**src/rtl/fetch_pc_gen_if.sv**
```systemverilog
// fetch_pc_gen_if: handshake bundle between the backend and the multi-slot fetch PC generator
interface fetch_pc_gen_if #(
   parameter int XLEN    = 32,
   parameter int FETCH_W = 2
);
   localparam int AW = $clog2(FETCH_W + 1);
   logic                    stall_i;
   logic [AW-1:0]           accept_cnt_i;
   logic                    dec_redir_valid_i;
   logic [XLEN-1:0]         dec_redir_target_i;
   logic                    ex_redir_valid_i;
   logic [XLEN-1:0]         ex_redir_target_i;
   logic [FETCH_W*XLEN-1:0] pc_o;
   logic [FETCH_W-1:0]      pc_valid_o;
   logic                    misalign_err_o;
   logic                    redirect_o;
   modport master (
      output stall_i, accept_cnt_i, dec_redir_valid_i, dec_redir_target_i,
             ex_redir_valid_i, ex_redir_target_i,
      input  pc_o, pc_valid_o, misalign_err_o, redirect_o
   );
   modport slave (
      input  stall_i, accept_cnt_i, dec_redir_valid_i, dec_redir_target_i,
             ex_redir_valid_i, ex_redir_target_i,
      output pc_o, pc_valid_o, misalign_err_o, redirect_o
   );
endinterface

```
**src/rtl/fetch_pc_gen.sv**
```systemverilog
// fetch_pc_gen: presents FETCH_W consecutive fetch PCs, advances by consumed slots, handles redirects with a bubble
module fetch_pc_gen #(
   parameter int              XLEN            = 32,
   parameter int              FETCH_W         = 2,
   parameter logic [XLEN-1:0] RESET_PC        = 32'h0001_0000,
   parameter int              REDIRECT_BUBBLE = 1
) (
   input logic           clk,
   input logic           rst_n,
   fetch_pc_gen_if.slave bus
);
   localparam int AW = $clog2(FETCH_W + 1);
   localparam logic [0:0] RUN    = 1'b0;
   localparam logic [0:0] BUBBLE = 1'b1;
   logic [XLEN-1:0] base_pc;
   logic [0:0]      state;
   logic [1:0]      cnt;
   logic [AW-1:0]   adv;
   logic            redir;
   logic [XLEN-1:0] tgt;
   assign adv   = (int'(bus.accept_cnt_i) > FETCH_W) ? AW'(FETCH_W) : bus.accept_cnt_i;
   assign redir = bus.ex_redir_valid_i | bus.dec_redir_valid_i;
   assign tgt   = bus.ex_redir_valid_i ? bus.ex_redir_target_i : bus.dec_redir_target_i;
   assign bus.pc_valid_o = {FETCH_W{state == RUN}};
   for (genvar i = 0; i < FETCH_W; i++) begin : g_slot
      assign bus.pc_o[i*XLEN +: XLEN] = base_pc + XLEN'(4 * i);
   end
   // Redirects win over stall and bubble; otherwise RUN advances by clamped accept count and BUBBLE counts down
   always_ff @(posedge clk or negedge rst_n) begin
      if (!rst_n) begin
         base_pc            <= RESET_PC;
         state              <= RUN;
         cnt                <= 2'd0;
         bus.redirect_o     <= 1'b0;
         bus.misalign_err_o <= 1'b0;
      end else begin
         bus.redirect_o     <= redir;
         bus.misalign_err_o <= redir & |tgt[1:0];
         if (redir) begin
            base_pc <= {tgt[XLEN-1:2], 2'b00};
            state   <= (REDIRECT_BUBBLE > 0) ? BUBBLE : RUN;
            cnt     <= 2'(REDIRECT_BUBBLE);
         end else if (!bus.stall_i) begin
            if (state == RUN) begin
               base_pc <= base_pc + (XLEN'(adv) << 2);
            end else begin
               cnt <= cnt - 2'd1;
               if (cnt == 2'd1) state <= RUN;
            end
         end
      end
   end
endmodule

```
**src/flat_wrapper.sv**
```systemverilog
// flat-port wrapper written by rule: the top's interface ports become plain ports
module fetch_pc_gen_flat 
#(
   parameter int              XLEN            = 32,
   parameter int              FETCH_W         = 2,
   parameter logic [XLEN-1:0] RESET_PC        = 32'h0001_0000,
   parameter int              REDIRECT_BUBBLE = 1
)
  (clk, rst_n, bus_stall_i, bus_accept_cnt_i, bus_dec_redir_valid_i, bus_dec_redir_target_i, bus_ex_redir_valid_i, bus_ex_redir_target_i, bus_pc_o, bus_pc_valid_o, bus_misalign_err_o, bus_redirect_o);
  fetch_pc_gen_if #(.XLEN(XLEN), .FETCH_W(FETCH_W)) bus_i ();
  input logic clk;
  input logic rst_n;
  input wire logic [$bits(bus_i.stall_i)-1:0] bus_stall_i;
  input wire logic [$bits(bus_i.accept_cnt_i)-1:0] bus_accept_cnt_i;
  input wire logic [$bits(bus_i.dec_redir_valid_i)-1:0] bus_dec_redir_valid_i;
  input wire logic [$bits(bus_i.dec_redir_target_i)-1:0] bus_dec_redir_target_i;
  input wire logic [$bits(bus_i.ex_redir_valid_i)-1:0] bus_ex_redir_valid_i;
  input wire logic [$bits(bus_i.ex_redir_target_i)-1:0] bus_ex_redir_target_i;
  output wire logic [$bits(bus_i.pc_o)-1:0] bus_pc_o;
  output wire logic [$bits(bus_i.pc_valid_o)-1:0] bus_pc_valid_o;
  output wire logic [$bits(bus_i.misalign_err_o)-1:0] bus_misalign_err_o;
  output wire logic [$bits(bus_i.redirect_o)-1:0] bus_redirect_o;
  assign bus_i.stall_i = bus_stall_i;
  assign bus_i.accept_cnt_i = bus_accept_cnt_i;
  assign bus_i.dec_redir_valid_i = bus_dec_redir_valid_i;
  assign bus_i.dec_redir_target_i = bus_dec_redir_target_i;
  assign bus_i.ex_redir_valid_i = bus_ex_redir_valid_i;
  assign bus_i.ex_redir_target_i = bus_ex_redir_target_i;
  assign bus_pc_o = bus_i.pc_o;
  assign bus_pc_valid_o = bus_i.pc_valid_o;
  assign bus_misalign_err_o = bus_i.misalign_err_o;
  assign bus_redirect_o = bus_i.redirect_o;
  fetch_pc_gen #(.XLEN(XLEN), .FETCH_W(FETCH_W), .RESET_PC(RESET_PC), .REDIRECT_BUBBLE(REDIRECT_BUBBLE)) u_core (.clk(clk), .rst_n(rst_n), .bus(bus_i));
endmodule
```
**config.mk**
```make
export PLATFORM = sky130hd
export DESIGN_NAME = fetch_pc_gen_flat
export DESIGN_NICKNAME = d
export VERILOG_FILES = /design/src/rtl/fetch_pc_gen_if.sv /design/src/rtl/fetch_pc_gen.sv /design/src/flat_wrapper.sv
export SDC_FILE = /design/constraint.sdc
export NUM_CORES = 1
export LEC_CHECK = 0
export ABC_AREA = 1
export CAP_MARGIN = 10
export CORE_UTILIZATION = 40
export CTS_BUF_LIST = sky130_fd_sc_hd__clkbuf_16
export CTS_CLUSTER_DIAMETER = 200
export DETAILED_ROUTE_END_ITERATION = 10
export PLACE_DENSITY = 0.78
export SETUP_SLACK_MARGIN = 0.3
export SYNTH_ARGS = -nofsm -noshare
export SYNTH_HDL_FRONTEND = slang
export SYNTH_SLANG_ARGS = --single-unit
```
**constraint.sdc**
```tcl
create_clock -name clk -period 2.5 [get_ports clk]
set_input_delay 0.625 -clock clk [delete_from_list [all_inputs] [get_ports clk]]
set_output_delay 0.625 -clock clk [all_outputs]
set_load 0.01 [all_outputs]
```
# After elaboration in Yosys (flattened, before gate mapping)
# Cells that the tools add are included.
# W data, S select, Z words.
# op_classes
n_reduce_logical	4
bitwise	3
n_eq_ne	3
n_mux	12
order_cmp	1
n_addsub	3
# op_table
operator	count
$mux W32	4
$add A32 B3 Y32 const B	1
$add A32 B4 Y32	1
$mux W2	4
$mux W1	4
$reduce_and A2 Y1	2
$eq A2 B1 Y1 const B	1
$gt A2 B2 Y1 const B	1
$ne A2 B1 Y1 const B	1
$ne A2 B2 Y1 const B	1
$reduce_bool A2 Y1	1
$reduce_or A2 Y1	1
$sub A2 B1 Y2 const B	1
$and A1 B1 Y1	1
$not A1 Y1	1
$or A1 B1 Y1	1
# word_totals
output_inout_bits	68
ff_bits	37
in_bits	71

# Logic depth before layout (Yosys ltp)
# Gate-level depths: netlist (run 1).
# logic_depth
word_depth	6
depth_mapped	13

# Least setup slack after synthesis (run 1)
# OpenSTA, ideal clock, no wires.
# synth_timing
path_type	input-to-reg
startpoint	input bus_accept_cnt_i[0]
endpoint	register u_core.base_pc[18]
arrival_time_ns	2.078
slack_ns	0.345
stages	11
path_buffers	0
t_required_ns	2.423
cell_sequence	inv_1 > nor2_1 > ha_1 > inv_1 > fa_1 > nor2_4 > nand2_4 > nor2_1 > xor2_1 > nand2_1 > a21oi_1
# synth_via
elab_chain_cells	6
# synth_rtl
item	line	source
from (decl)	flat_wrapper.sv:14	input wire logic [$bits(bus_i.accept_cnt_i)-1:0] bus_accept_cnt_i;
$gt A2 B2 Y1	fetch_pc_gen.sv:21	assign adv = (int'(bus.accept_cnt_i) > FETCH_W) ? AW'(FETCH_W) : bus.accept_cnt_i;
$mux W2 *	fetch_pc_gen.sv:21	
$add A32 B4 Y32 *	fetch_pc_gen.sv:45	base_pc <= base_pc + (XLEN'(adv) << 2);
$mux W32 *	fetch_pc_gen.sv:44	if (state == RUN) begin
$mux W32 *	fetch_pc_gen.sv:43	end else if (!bus.stall_i) begin
$mux W32 *	fetch_pc_gen.sv:39	if (redir) begin
to (signal assigned)	fetch_pc_gen.sv:40	base_pc <= {tgt[XLEN-1:2], 2'b00};
to (signal assigned)	fetch_pc_gen.sv:45	
to (decl)	fetch_pc_gen.sv:15	logic [XLEN-1:0] base_pc;
# Mark *: on every way between the ends. The rest lies on a longest branch, timed or not. The select of a mux whose other input is x is not followed.
# A chain may end at the register's enable or synchronous reset.

# Worst setup path in the final report (run 1)
# layout_timing
startpoint	register u_core.base_pc[10]
endpoint	output bus_pc_o[56]
# layout_via
elab_chain_cells	1
# layout_rtl
item	line	source
$add A32 B3 Y32	fetch_pc_gen.sv:26	assign bus.pc_o[i*XLEN +: XLEN] = base_pc + XLEN'(4 * i);
to (decl)	flat_wrapper.sv:19	output wire logic [$bits(bus_i.pc_o)-1:0] bus_pc_o;
# Every way passes these cells.

==> results.toml, run 1 <==
[layout]
postLayoutCoreUtil_pct = 77.3
finalNetCount = 758
antennaDiodeCount = 0
n_fill_cell = 493
layout-area-overhead-vs-synth_pct = 84.1
layout-drive-gt1-share_pct = 34.8

[timing]
final-setup-viol-count = 0
final_max_slew_violation_count = 0
whs_ns = 0.443
slew-limit-headroom_pct = 43.4
achievable-frequency_mhz = 409
finalHoldViolations = 0
final.setup_skew_ns = 0.00839
worst_slack_ns = 0.0539
rsz_0062_raised_after_global_routing = "true"
final.period_utilization_pct = 97.8
period_minus_slack_ns = 2.45
worst-slew-pin-transition_ns = 0.848

[clocking]
worst_setup_hold_path_clk_slew_ns = 0.06
cell_chosen_for_the_clock_root = "sky130_fd_sc_hd__clkbuf_16"
clockBufferDepth = 2
clk-insertion-delay-late_ns = 0.29
htree_num_levels = 2
clock-sinks = 35
numCtsBuffers = 5
tritoncts = "built"

[critical_path]
data_arrival_critical_path_ns = 1.82
worstSetupEndpointType = "primary output"
worst_path_dominant_cell_family = "simple AND/OR/NAND/NOR gates"
criticalPathCategory = "reg -> out"
cp.buffers_inverters = 1
worst-endpoint-required_ns = 1.88
worst-path-max-fanout = 3
worst_setup_path_startpoint = "u_core.base_pc[10]"
worst_path_max_delay_cell = "sky130_fd_sc_hd__dfrtp_1"
worstReg2RegStart = "u_core.base_pc[24]"
slowest_delay_ns = 0.44
critical_path.cell_chain = "nand2_1, nor2_1, nand2_2, nor3b_4, xor2_1, buf_2"
crit_path_start_kind = "register"

[drt]
route.final.wire_length_mm = 13.6
firstDrtPassIters = 5
initialDrtViolationCount = 327
vias_per_cell = 5.49
route.vias.total = 4291
detail_route.drc_violations = 0
wl_per_cell_um = 17.4
drt.antenna.violating_nets = 0

[synthesis]
ys_ff_latch = 35
ys_seq_area_share_pct = 28.5
yosysTopAreaCellShare_pct = 27.7
post_synth_num_cell_types = 36
synth_largest_area_cell = "sky130_fd_sc_hd__dfrtp_1"
synth_area_per_cell_um2 = 6.78
yosys_warnings = 0
synth_area_leaders = "sky130_fd_sc_hd__dfrtp_1 28%, sky130_fd_sc_hd__nand2_1 13%, sky130_fd_sc_hd__xor2_1 8.3%, sky130_fd_sc_hd__nor2_1 8.1%, sky130_fd_sc_hd__a221oi_1 5.7%"
syn_area_um2 = 3080
postSynthCellCount = 454

[die]
placement_rows = 31
floorplan.initialDensity_pct = 42.0
dieWidth_um = 89.7
die_extent_in_y_um = 89.7
top_level_ports = 139
die_area_um2 = 8050
design.core.area_um2 = 7330

[grt]
all_layer_gr_usage_pct = 31.7
first_global_vias = 4248
global_route_wire_length_before_repair_mm = 20.5
sum_of_overflow_across_all_layers_after_global_routing = 0
grt_max_degree = 36
grt_antenna_before_repair = 0

[pwr]
irDropWorstVdd_mv = 0.261
leakagePower_nw = 2.64
power_per_cell_area_nw_per_um2 = 461
total_power_after_layout_mw = 2.61

[place]
place_ws_ns = -0.246
detailed_place_hpwl_mm = 9.22
numPortBuffers = 134
gpl.final_weighted_congestion = 0.917

[hold_path]
hold_class = "in -> async"

[status]
status = "finished, final reports clean"

[run]
max_cap_viol_count = 0
Yosys cell counts:
| master | count |
|---|---|
| sky130_fd_sc_hd__o21bai_1 | 1 |
| sky130_fd_sc_hd__conb_1 | 1 |
| sky130_fd_sc_hd__buf_2 | 6 |
| sky130_fd_sc_hd__a22o_1 | 2 |
| sky130_fd_sc_hd__clkbuf_1 | 9 |
| sky130_fd_sc_hd__nor2_1 | 66 |
| sky130_fd_sc_hd__ha_1 | 4 |
| sky130_fd_sc_hd__a21oi_1 | 22 |
| sky130_fd_sc_hd__a211oi_1 | 1 |
| sky130_fd_sc_hd__nor2_2 | 7 |
| sky130_fd_sc_hd__clkinv_1 | 1 |
| sky130_fd_sc_hd__nor3b_2 | 1 |
| sky130_fd_sc_hd__xnor2_1 | 4 |
| sky130_fd_sc_hd__fa_1 | 1 |
| sky130_fd_sc_hd__nand3_1 | 33 |
| sky130_fd_sc_hd__o21ai_0 | 16 |
| sky130_fd_sc_hd__nand4_1 | 1 |
| sky130_fd_sc_hd__a21o_1 | 1 |
| sky130_fd_sc_hd__dfstp_2 | 1 |
| sky130_fd_sc_hd__inv_1 | 43 |
| sky130_fd_sc_hd__a221oi_1 | 20 |
| sky130_fd_sc_hd__nor3_1 | 2 |
| sky130_fd_sc_hd__nor3_2 | 2 |
| sky130_fd_sc_hd__nand2_2 | 8 |
| sky130_fd_sc_hd__inv_2 | 2 |
| sky130_fd_sc_hd__o22ai_1 | 3 |
| sky130_fd_sc_hd__o21ai_1 | 1 |
| sky130_fd_sc_hd__buf_4 | 5 |
| sky130_fd_sc_hd__dfrtp_1 | 34 |
| sky130_fd_sc_hd__a31oi_1 | 3 |
| sky130_fd_sc_hd__nand2_1 | 106 |
| sky130_fd_sc_hd__nand2_4 | 1 |
| sky130_fd_sc_hd__nand3b_1 | 1 |
| sky130_fd_sc_hd__xor2_1 | 29 |
| sky130_fd_sc_hd__nor2_4 | 6 |
| sky130_fd_sc_hd__a22oi_1 | 10 |
placed cells by master, fill, tap and decap left out, types with 10 or more instances in the layout:
cell	instances
sky130_fd_sc_hd__a21oi_1	21
sky130_fd_sc_hd__nand2_1	85
sky130_fd_sc_hd__buf_4	96
sky130_fd_sc_hd__inv_2	10
sky130_fd_sc_hd__nor2_4	26
sky130_fd_sc_hd__nand3_1	30
sky130_fd_sc_hd__inv_1	37
sky130_fd_sc_hd__xor2_1	27
sky130_fd_sc_hd__a221oi_1	20
sky130_fd_sc_hd__clkdlybuf4s50_1	101
sky130_fd_sc_hd__buf_2	25
sky130_fd_sc_hd__nand2_2	20
sky130_fd_sc_hd__dfrtp_1	29
sky130_fd_sc_hd__o21ai_0	16
sky130_fd_sc_hd__nor2_1	44
area by class of cell:
class | count | area [µm²] | area share (%)
clock buffers | 5 | 125 | 2.21
clock inverters | 3 | 37.5 | 0.663
inverters | 46 | 173 | 3.05
multi-input cells | 356 | 2300 | 40.6
flip-flops and latches | 35 | 883 | 15.6
well taps | 99 | 124 | 2.19
repair buffers | 238 | 2020 | 35.7
cell families after synthesis:
| group | Yosys count | synth area share [%] |
|---|---|---|
| flip-flops | 35 | 28.5 |
| buffers and inverters | 66 | 8.91 |
| AO/OA/AOI/OAI | 80 | 17.0 |
| AND/OR/NAND/NOR | 234 | 33.8 |
| other | 1 | 0.122 |
| XOR/XNOR | 33 | 9.39 |
| adder cells (fa/ha/maj) | 5 | 2.28 |
flip-flops by register name (all words and copies together), names as in the netlist:
signal	count
u_core.bus.misalign_err_o	1
u_core.base_pc	30
u_core.cnt	2
u_core.bus.redirect_o	1
u_core.state	1
stage by stage:
stage	setup TNS (ns)	std cells	instance area, µm²
floorplan	0	457	3090
global placement	-1.95	743	5000
detailed placement	-3.04	743	5000
CTS	0	772	5470
global route	0	782	5660
finish	0	782	5660
power by group:
| group | internal, mW | total (mW) | switching (mW) |
|---|---|---|---|
| clock network | 0.463 | 0.710 | 0.246 |
| registers | 0.638 | 0.728 | 0.0895 |
| logic | 0.584 | 1.17 | 0.589 |
routing by layer:
layer,share of wire [%],track usage [%],vias to the layer above,wire [µm]
met3,6.2,6.01,62,849
met4,3.9,12.2,0,526
met5,0,0,-,0
met2,52,57.1,233,7040
met1,38,37.0,2046,5220
li1,-,-,1950,-
worst paths after layout:
| check | to | slack, ns | cells past startpoint |
|---|---|---|---|
| setup reg to reg | u_core.base_pc[28] | 0.32 | 16 |
| max in group asynchronous | u_core.base_pc[5] | 1.47 | 1 |
| min in group clk | u_core.cnt[0] | 0.53 | 1 |
| setup / recovery | bus_pc_o[56] | 0.05 | 6 |
| hold reg to reg | u_core.cnt[0] | 0.53 | 1 |
| hold / removal | u_core.bus.misalign_err_o | 0.44 | 1 |
timing repair:
action	CTS	global route
hold buffers	0	0
setup buffers	21	10
endpoints found under the setup margin	42	48
pin swaps	28	30
gates cloned	0	0
gates resized for setup	163	61
No activity file was read; power rests on OpenSTA's default activity.
==> inputs of run 2 (changes only) <==
--- a/config.mk
+++ b/config.mk
@@ -7,11 +7,10 @@
 export LEC_CHECK = 0
 export ABC_AREA = 1
 export CAP_MARGIN = 10
-export CORE_UTILIZATION = 40
+export CORE_UTILIZATION = 31
 export CTS_BUF_LIST = sky130_fd_sc_hd__clkbuf_16
 export CTS_CLUSTER_DIAMETER = 200
 export DETAILED_ROUTE_END_ITERATION = 10
-export PLACE_DENSITY = 0.78
 export SETUP_SLACK_MARGIN = 0.3
 export SYNTH_ARGS = -nofsm -noshare
 export SYNTH_HDL_FRONTEND = slang
==> run 2 against run 1 <==
  * Register-to-register slack worse by 0.10 ns
  * Critical path depth is 2 higher
  * Via count is 3.2% lower
  * Sequential share of layout area is 0.77 points lower
  * Cell area is 5.5% higher
  * Routed wire length is 3.7% lower
  * Global-route usage is 7.9 points lower
  * Worst hold slack better by 0.0099 ns
  * Clock power is 12% lower
  * Non-clock buffer count is 17 higher
  * Largest cell class unchanged
  * Highest routed layer unchanged
==> results.toml, run 2 (synthesis results as in run 1) <==
[die]
dieWidth_um = 102
die_area_um2 = 10300
design.core.area_um2 = 9420
placement_rows = 35
top_level_ports = 139
die_extent_in_y_um = 102
floorplan.initialDensity_pct = 32.7

[pwr]
internal_power_mw = 1.62
pwr-share-seq_pct = 28.4
total_power_after_layout_mw = 2.55
netSwitchingFraction_pct = 36.4
switchingPower_mw = 0.927
clkPwrFrac_pct = 24.5
share_of_power_burned_in_combinational_logic_pct = 47.0
leakagePower_nw = 2.79
irDropWorstVdd_mv = 0.290
power_per_cell_area_nw_per_um2 = 426

[layout]
largest_register = "u_core.base_pc"
layout-area-overhead-vs-synth_pct = 94.2
sequential_cell_area_um2 = 886
layout.cells.most_common = "sky130_fd_sc_hd__clkdlybuf4s50_1"
finalNetCount = 775
layout-drive-gt1-share_pct = 38.0
flip_flop_count_of_the_largest_register_after_layout = 30
largestRegisters = "u_core.base_pc: 30 flops, u_core.cnt: 2 flops"
n_fill_cell = 784
most_frequent_cells_in_the_layout = "102 x sky130_fd_sc_hd__clkdlybuf4s50_1, 92 x sky130_fd_sc_hd__buf_4, 79 x sky130_fd_sc_hd__nand2_1, 45 x sky130_fd_sc_hd__nor2_1, 39 x sky130_fd_sc_hd__inv_1"
multiInputGateArea_um2 = 2380
antennaDiodeCount = 0
final_area_um2 = 5970

[timing]
worst_slack_ns = 0.0396
final.setup_skew_ns = 0.00744
rsz_0062_raised_after_global_routing = "true"
final-setup-viol-count = 0
whs_ns = 0.453
worst-slew-pin-transition_ns = 0.871
final.period_utilization_pct = 98.4
achievable-frequency_mhz = 406
period_minus_slack_ns = 2.46
finalHoldViolations = 0
slew-limit-headroom_pct = 41.9
final_max_slew_violation_count = 0

[grt]
grt_antenna_before_repair = 0
sum_of_overflow_across_all_layers_after_global_routing = 0
global_route_wire_length_before_repair_mm = 19.1
first_global_vias = 4044
all_layer_gr_usage_pct = 23.8
grt_max_degree = 36

[place]
gpl.final_weighted_congestion = 0.888
detailed_place_hpwl_mm = 9.18
place_ws_ns = -0.253
numPortBuffers = 134
area_post_placement_um2 = 5100

[drt]
wl_per_cell_um = 15.8
vias_per_cell = 5.01
route.final.wire_length_mm = 13.1
detail_route.wirelength.met1_mm = 5.38
initialDrtViolationCount = 220
dr_wl_met2_mm = 6.60
drt.antenna.violating_nets = 0
detail_route.drc_violations = 0
firstDrtPassIters = 5
dr_wl_met3_um = 771
maxUsedRoutingLayer = "met4"
route.vias.total = 4152

[critical_path]
worst-endpoint-required_ns = 1.88
worst_setup_path_startpoint = "u_core.base_pc[5]"
crit_path_start_kind = "register"
worstReg2RegStart = "u_core.base_pc[13]"
worstSetupEndpointType = "primary output"
criticalPathCategory = "reg -> out"
data_arrival_critical_path_ns = 1.84
worst-path-max-fanout = 3

[run]
max_cap_viol_count = 0

[clocking]
clock-sinks = 35
clk-insertion-delay-late_ns = 0.29
clockBufferDepth = 2
tritoncts = "built"
numCtsBuffers = 5
cts.hold.buffers_added = 0
htree_num_levels = 2
worst_setup_hold_path_clk_slew_ns = 0.06
cell_chosen_for_the_clock_root = "sky130_fd_sc_hd__clkbuf_16"

[status]
status = "finished, final reports clean"

[hold_path]
hold_class = "in -> async"
==> run 2: changes by cell type in the layout (fill, tap and decap cells not counted), moves of 3 or more <==
cell	delta
sky130_fd_sc_hd__nand3_1	-3
sky130_fd_sc_hd__xor2_1	-3
sky130_fd_sc_hd__nor2_2	-4
sky130_fd_sc_hd__inv_2	-3
sky130_fd_sc_hd__nand2_4	+5
sky130_fd_sc_hd__xor2_2	+3
sky130_fd_sc_hd__buf_6	+20
sky130_fd_sc_hd__nand2_1	-6
sky130_fd_sc_hd__nor2_4	+3
sky130_fd_sc_hd__buf_4	-4
==> run 2: final cells by class <==
| class | count | share of cell area [%] |
|---|---|---|
| multi-input combinational | 356 | 39.8 |
| timing repair buffer | 255 | 37.4 |
| sequential | 35 | 14.8 |
| inverter | 46 | 2.89 |
| tap | 129 | 2.70 |
| clock buffer | 5 | 2.09 |
| clock inverter | 3 | 0.272 |
==> run 2: per-layer routing <==
layer	track usage [%]	up-vias
met5	0	-
met4	7.36	0
met3	3.31	40
met2	41.8	179
met1	30.1	1957
li1	-	1976
==> run 2: critical path: stages (launching register included) <==
cell and delay [ns]:
sky130_fd_sc_hd__dfrtp_1 0.41, sky130_fd_sc_hd__nand2_2 0.09, sky130_fd_sc_hd__buf_4 0.16, sky130_fd_sc_hd__nor3_4 0.21
sky130_fd_sc_hd__nand2_2 0.12, sky130_fd_sc_hd__buf_4 0.15, sky130_fd_sc_hd__buf_6 0.10, sky130_fd_sc_hd__xor2_2 0.14
sky130_fd_sc_hd__buf_2 0.16
==> run 2: what timing repair did <==
| action | CTS | global route |
|---|---|---|
| resized for setup | 196 | 67 |
| hold endpoints to repair | 0 | 0 |
| pin swaps | 36 | 36 |
| buffers inserted | 29 | 14 |
| endpoints found under the setup margin | 44 | 37 |
==> run 2: through the flow <==
step	setup TNS (ns)	utilization [%]	instances
floorplan	0	-	457
global placement	-2.47	54.2	778
detailed placement	-3.37	54.2	778
CTS	0	60.2	815
global route	-0.107	63.5	829
finish	0	63.5	829
==> run 2: final timing paths <==
kind	end	slack [ns]	cells past startpoint
max	bus_pc_o[44]	0.04	8
min	u_core.base_pc[25]	0.45	1
max reg2reg	u_core.base_pc[27]	0.22	20
min reg2reg	u_core.cnt[0]	0.51	1
max in group asynchronous	u_core.base_pc[12]	1.44	1
min in group clk	u_core.cnt[0]	0.51	1
==> run 2: power groups by stage <==
| stage | Sequential [mW] | Combinational [mW] | Clock [mW] |
|---|---|---|---|
| 2_1_floorplan | 0.762 | 0.386 | 0 |
| 3_3_place_gp | 0.714 | 1.09 | 0 |
| 3_5_place_dp | 0.715 | 1.10 | 0 |
| 4_1_cts | 0.712 | 1.14 | 0.626 |
| 5_1_grt | 0.731 | 1.29 | 0.649 |
| 6_report | 0.724 | 1.20 | 0.625 |
==> inputs of run 3 (changes only) <==
--- a/config.mk
+++ b/config.mk
@@ -5,7 +5,6 @@
 export SDC_FILE = /design/constraint.sdc
 export NUM_CORES = 1
 export LEC_CHECK = 0
-export ABC_AREA = 1
 export CAP_MARGIN = 10
 export CORE_UTILIZATION = 31
 export CTS_BUF_LIST = sky130_fd_sc_hd__clkbuf_16
==> run 3 against run 2 <==
  * Critical path depth did not move
  * Core utilization rose by 0.22 points
  * Worst hold slack got worse by 0.21 ns
  * Flip-flop and latch count did not move
  * Highest routed layer unchanged
  * Sequential power shrank 5.4%
==> results.toml, run 3 <==
[status]
status = "finished, final reports clean"

[synthesis]
yosys_warnings = 0
postSynthCellCount = 389
synth_area_per_cell_um2 = 7.98
synth-edff-count = 0
synth-async-reset-ratio_pct = 100
ys.flop_type = "sky130_fd_sc_hd__dfrtp_1"
post_synth_num_cell_types = 66
synth_area_leaders = "sky130_fd_sc_hd__dfrtp_1 27%, sky130_fd_sc_hd__a22oi_1 5.1%, sky130_fd_sc_hd__nand2_1 5.1%, sky130_fd_sc_hd__xnor2_1 5.1%, sky130_fd_sc_hd__a21oi_1 5.0%"
synth_largest_area_cell = "sky130_fd_sc_hd__dfrtp_1"
syn_area_um2 = 3100
yosysTopAreaCellShare_pct = 27.4
ys_seq_area_share_pct = 28.3
ys_ff_latch = 35
synthMostInstantiatedCell = "sky130_fd_sc_hd__nand2_1"
synth.cells.most_frequent = "42 x sky130_fd_sc_hd__nand2_1, 34 x sky130_fd_sc_hd__dfrtp_1, 31 x sky130_fd_sc_hd__a21oi_1"

[place]
gpl.final_weighted_congestion = 0.916
numPortBuffers = 134
dp_cells = 737
detailed_place_hpwl_mm = 10.3

[drt]
route.vias.total = 4202
route.final.wire_length_mm = 13.9
wl_per_cell_um = 17.7
drt.antenna.violating_nets = 0
detail_route.drc_violations = 0
detail_route.wirelength.met1_mm = 5.99
dr_wl_met3_um = 794
initialDrtViolationCount = 232
firstDrtPassIters = 5
dr_wl_met2_mm = 6.80
maxUsedRoutingLayer = "met4"
vias_per_cell = 5.35

[hold_path]
hold_class = "in -> async"

[grt]
grt_antenna_before_repair = 0
first_global_vias = 4091
grt_max_degree = 21
all_layer_gr_usage_pct = 25.7
sum_of_overflow_across_all_layers_after_global_routing = 0
global_route_wire_length_before_repair_mm = 20.3

[critical_path]
ff2ff_path_depth = 10
criticalPathCategory = "reg -> out"
regToRegEndpoint = "u_core.base_pc[24]"
worst-endpoint-required_ns = 1.88
worst-r2r-setup-slack_ns = 0.12
data_arrival_critical_path_ns = 1.87
worstSetupEndpointType = "primary output"
worst-path-max-fanout = 5
crit_path_start_kind = "register"
worstReg2RegStart = "u_core.base_pc[2]"

[layout]
n_fill_cell = 820
flip_flop_count_of_the_largest_register_after_layout = 30
largestRegisters = "u_core.base_pc: 30 flops, u_core.cnt: 2 flops"
largest_register = "u_core.base_pc"
finalNetCount = 727
layout.cells.most_common = "sky130_fd_sc_hd__buf_4"
layout-drive-gt1-share_pct = 43.3
most_frequent_cells_in_the_layout = "119 x sky130_fd_sc_hd__buf_4, 99 x sky130_fd_sc_hd__clkdlybuf4s50_1, 33 x sky130_fd_sc_hd__nand2_1, 32 x sky130_fd_sc_hd__buf_6, 32 x sky130_fd_sc_hd__dfrtp_1"
antennaDiodeCount = 0
layoutNonFillerInstCount = 785
layout-area-overhead-vs-synth_pct = 99.6

[timing]
final_max_slew_violation_count = 0
rsz_0062_raised_after_global_routing = "true"
whs_ns = 0.241
finalHoldViolations = 0
final.setup.tns_ns = 0
final.setup_skew_ns = 0.00362
final-setup-viol-count = 0
achievable-frequency_mhz = 401
final.period_utilization_pct = 99.8
period_minus_slack_ns = 2.50

[die]
die_extent_in_y_um = 102
die_area_um2 = 10400
floorplan.initialDensity_pct = 31.9
design.core.area_um2 = 9730
placement_rows = 36
dieWidth_um = 102
top_level_ports = 139

[clocking]
clock-sinks = 35
tritoncts = "built"
clk-insertion-delay-late_ns = 0.28
cts.hold.buffers_added = 0
htree_num_levels = 2
numCtsBuffers = 5
worst_setup_hold_path_clk_slew_ns = 0.06
cell_chosen_for_the_clock_root = "sky130_fd_sc_hd__clkbuf_16"
clockBufferDepth = 2

[pwr]
leakagePower_nw = 2.74
power_per_cell_area_nw_per_um2 = 374
irDropWorstVdd_mv = 0.294
total_power_after_layout_mw = 2.31

[run]
max_cap_viol_count = 0
-- run 3: power by group --
group / leakage (nW) / switching [mW] / total [mW] / internal [mW]
Clock: 0.0762 / 0.247 / 0.608 / 0.361
Sequential: 0.432 / 0.0607 / 0.685 / 0.624
Combinational: 2.23 / 0.467 / 1.02 / 0.554
-- run 3: layer usage --
layer / vias to the layer above / GRT usage (%)
met5: - / 0
met4: 0 / 8.24
met3: 29 / 3.49
met2: 182 / 44.9
met1: 2057 / 32.7
li1: 1934 / -
-- run 3: repair_timing --
action,4_1_cts,5_1_grt
setup endpoints to repair,55,48
buffers inserted,27,13
pin swaps,40,54
gates cloned,0,0
gates resized for setup,177,80
-- run 3: layout make-up --
class | instances | area, µm² | share of cell area, %
inverters | 12 | 45.0 | 0.727
clock inverters | 3 | 12.5 | 0.202
clock buffers | 5 | 125 | 2.02
multi-input cells | 310 | 2480 | 40.0
well taps | 133 | 166 | 2.69
flip-flops and latches | 35 | 880 | 14.2
repair buffers | 287 | 2490 | 40.2
-- run 3: worst max-delay path by stage --
stage | end | cells after the start | startpoint
3_3_place_gp | u_core.base_pc[24] | 9 | bus_accept_cnt_i[0]
4_1_cts | bus_pc_o[59] | 8 | u_core.base_pc[8]
6_report | bus_pc_o[53] | 8 | u_core.base_pc[6]
2_1_floorplan | u_core.base_pc[24] | 8 | bus_accept_cnt_i[0]
3_5_place_dp | u_core.base_pc[24] | 9 | bus_accept_cnt_i[0]
5_1_grt | bus_pc_o[63] | 7 | u_core.base_pc[19]
-- run 3: metrics by stage --
| stage | worst slack, ns | utilization [%] | instance area [µm²] |
|---|---|---|---|
| floorplan | 0.201 | - | 3190 |
| global placement | -0.400 | 54.5 | 5300 |
| detailed placement | -0.446 | 54.5 | 5300 |
| global route | -0.104 | 63.7 | 6190 |
| CTS | 0.0377 | 59.7 | 5810 |
| finish | 0.00382 | 63.7 | 6190 |
-- run 3: cell families (layout without fill, tap and decap cells) --
| logic type | count (synthesis) | count (layout) | share of synthesized area (%) |
|---|---|---|---|
| buf+inv | 47 | 307 | 9.35 |
| compound gates | 115 | 115 | 24.2 |
| xor+xnor | 34 | 34 | 9.59 |
| flops | 35 | 35 | 28.3 |
| fa+ha+maj | 5 | 5 | 2.26 |
| other cells | 1 | 4 | 0.121 |
| simple gates | 152 | 152 | 26.2 |
-- run 3: worst max-delay path: stages (launching register included) --
cell and delay, ns:
sky130_fd_sc_hd__dfrtp_1 0.38, sky130_fd_sc_hd__buf_4 0.15, sky130_fd_sc_hd__nand4_4 0.13, sky130_fd_sc_hd__buf_6 0.14, sky130_fd_sc_hd__nor4_2 0.21, sky130_fd_sc_hd__buf_4 0.21
sky130_fd_sc_hd__nand2_1 0.08, sky130_fd_sc_hd__xnor2_1 0.13, sky130_fd_sc_hd__buf_2 0.16
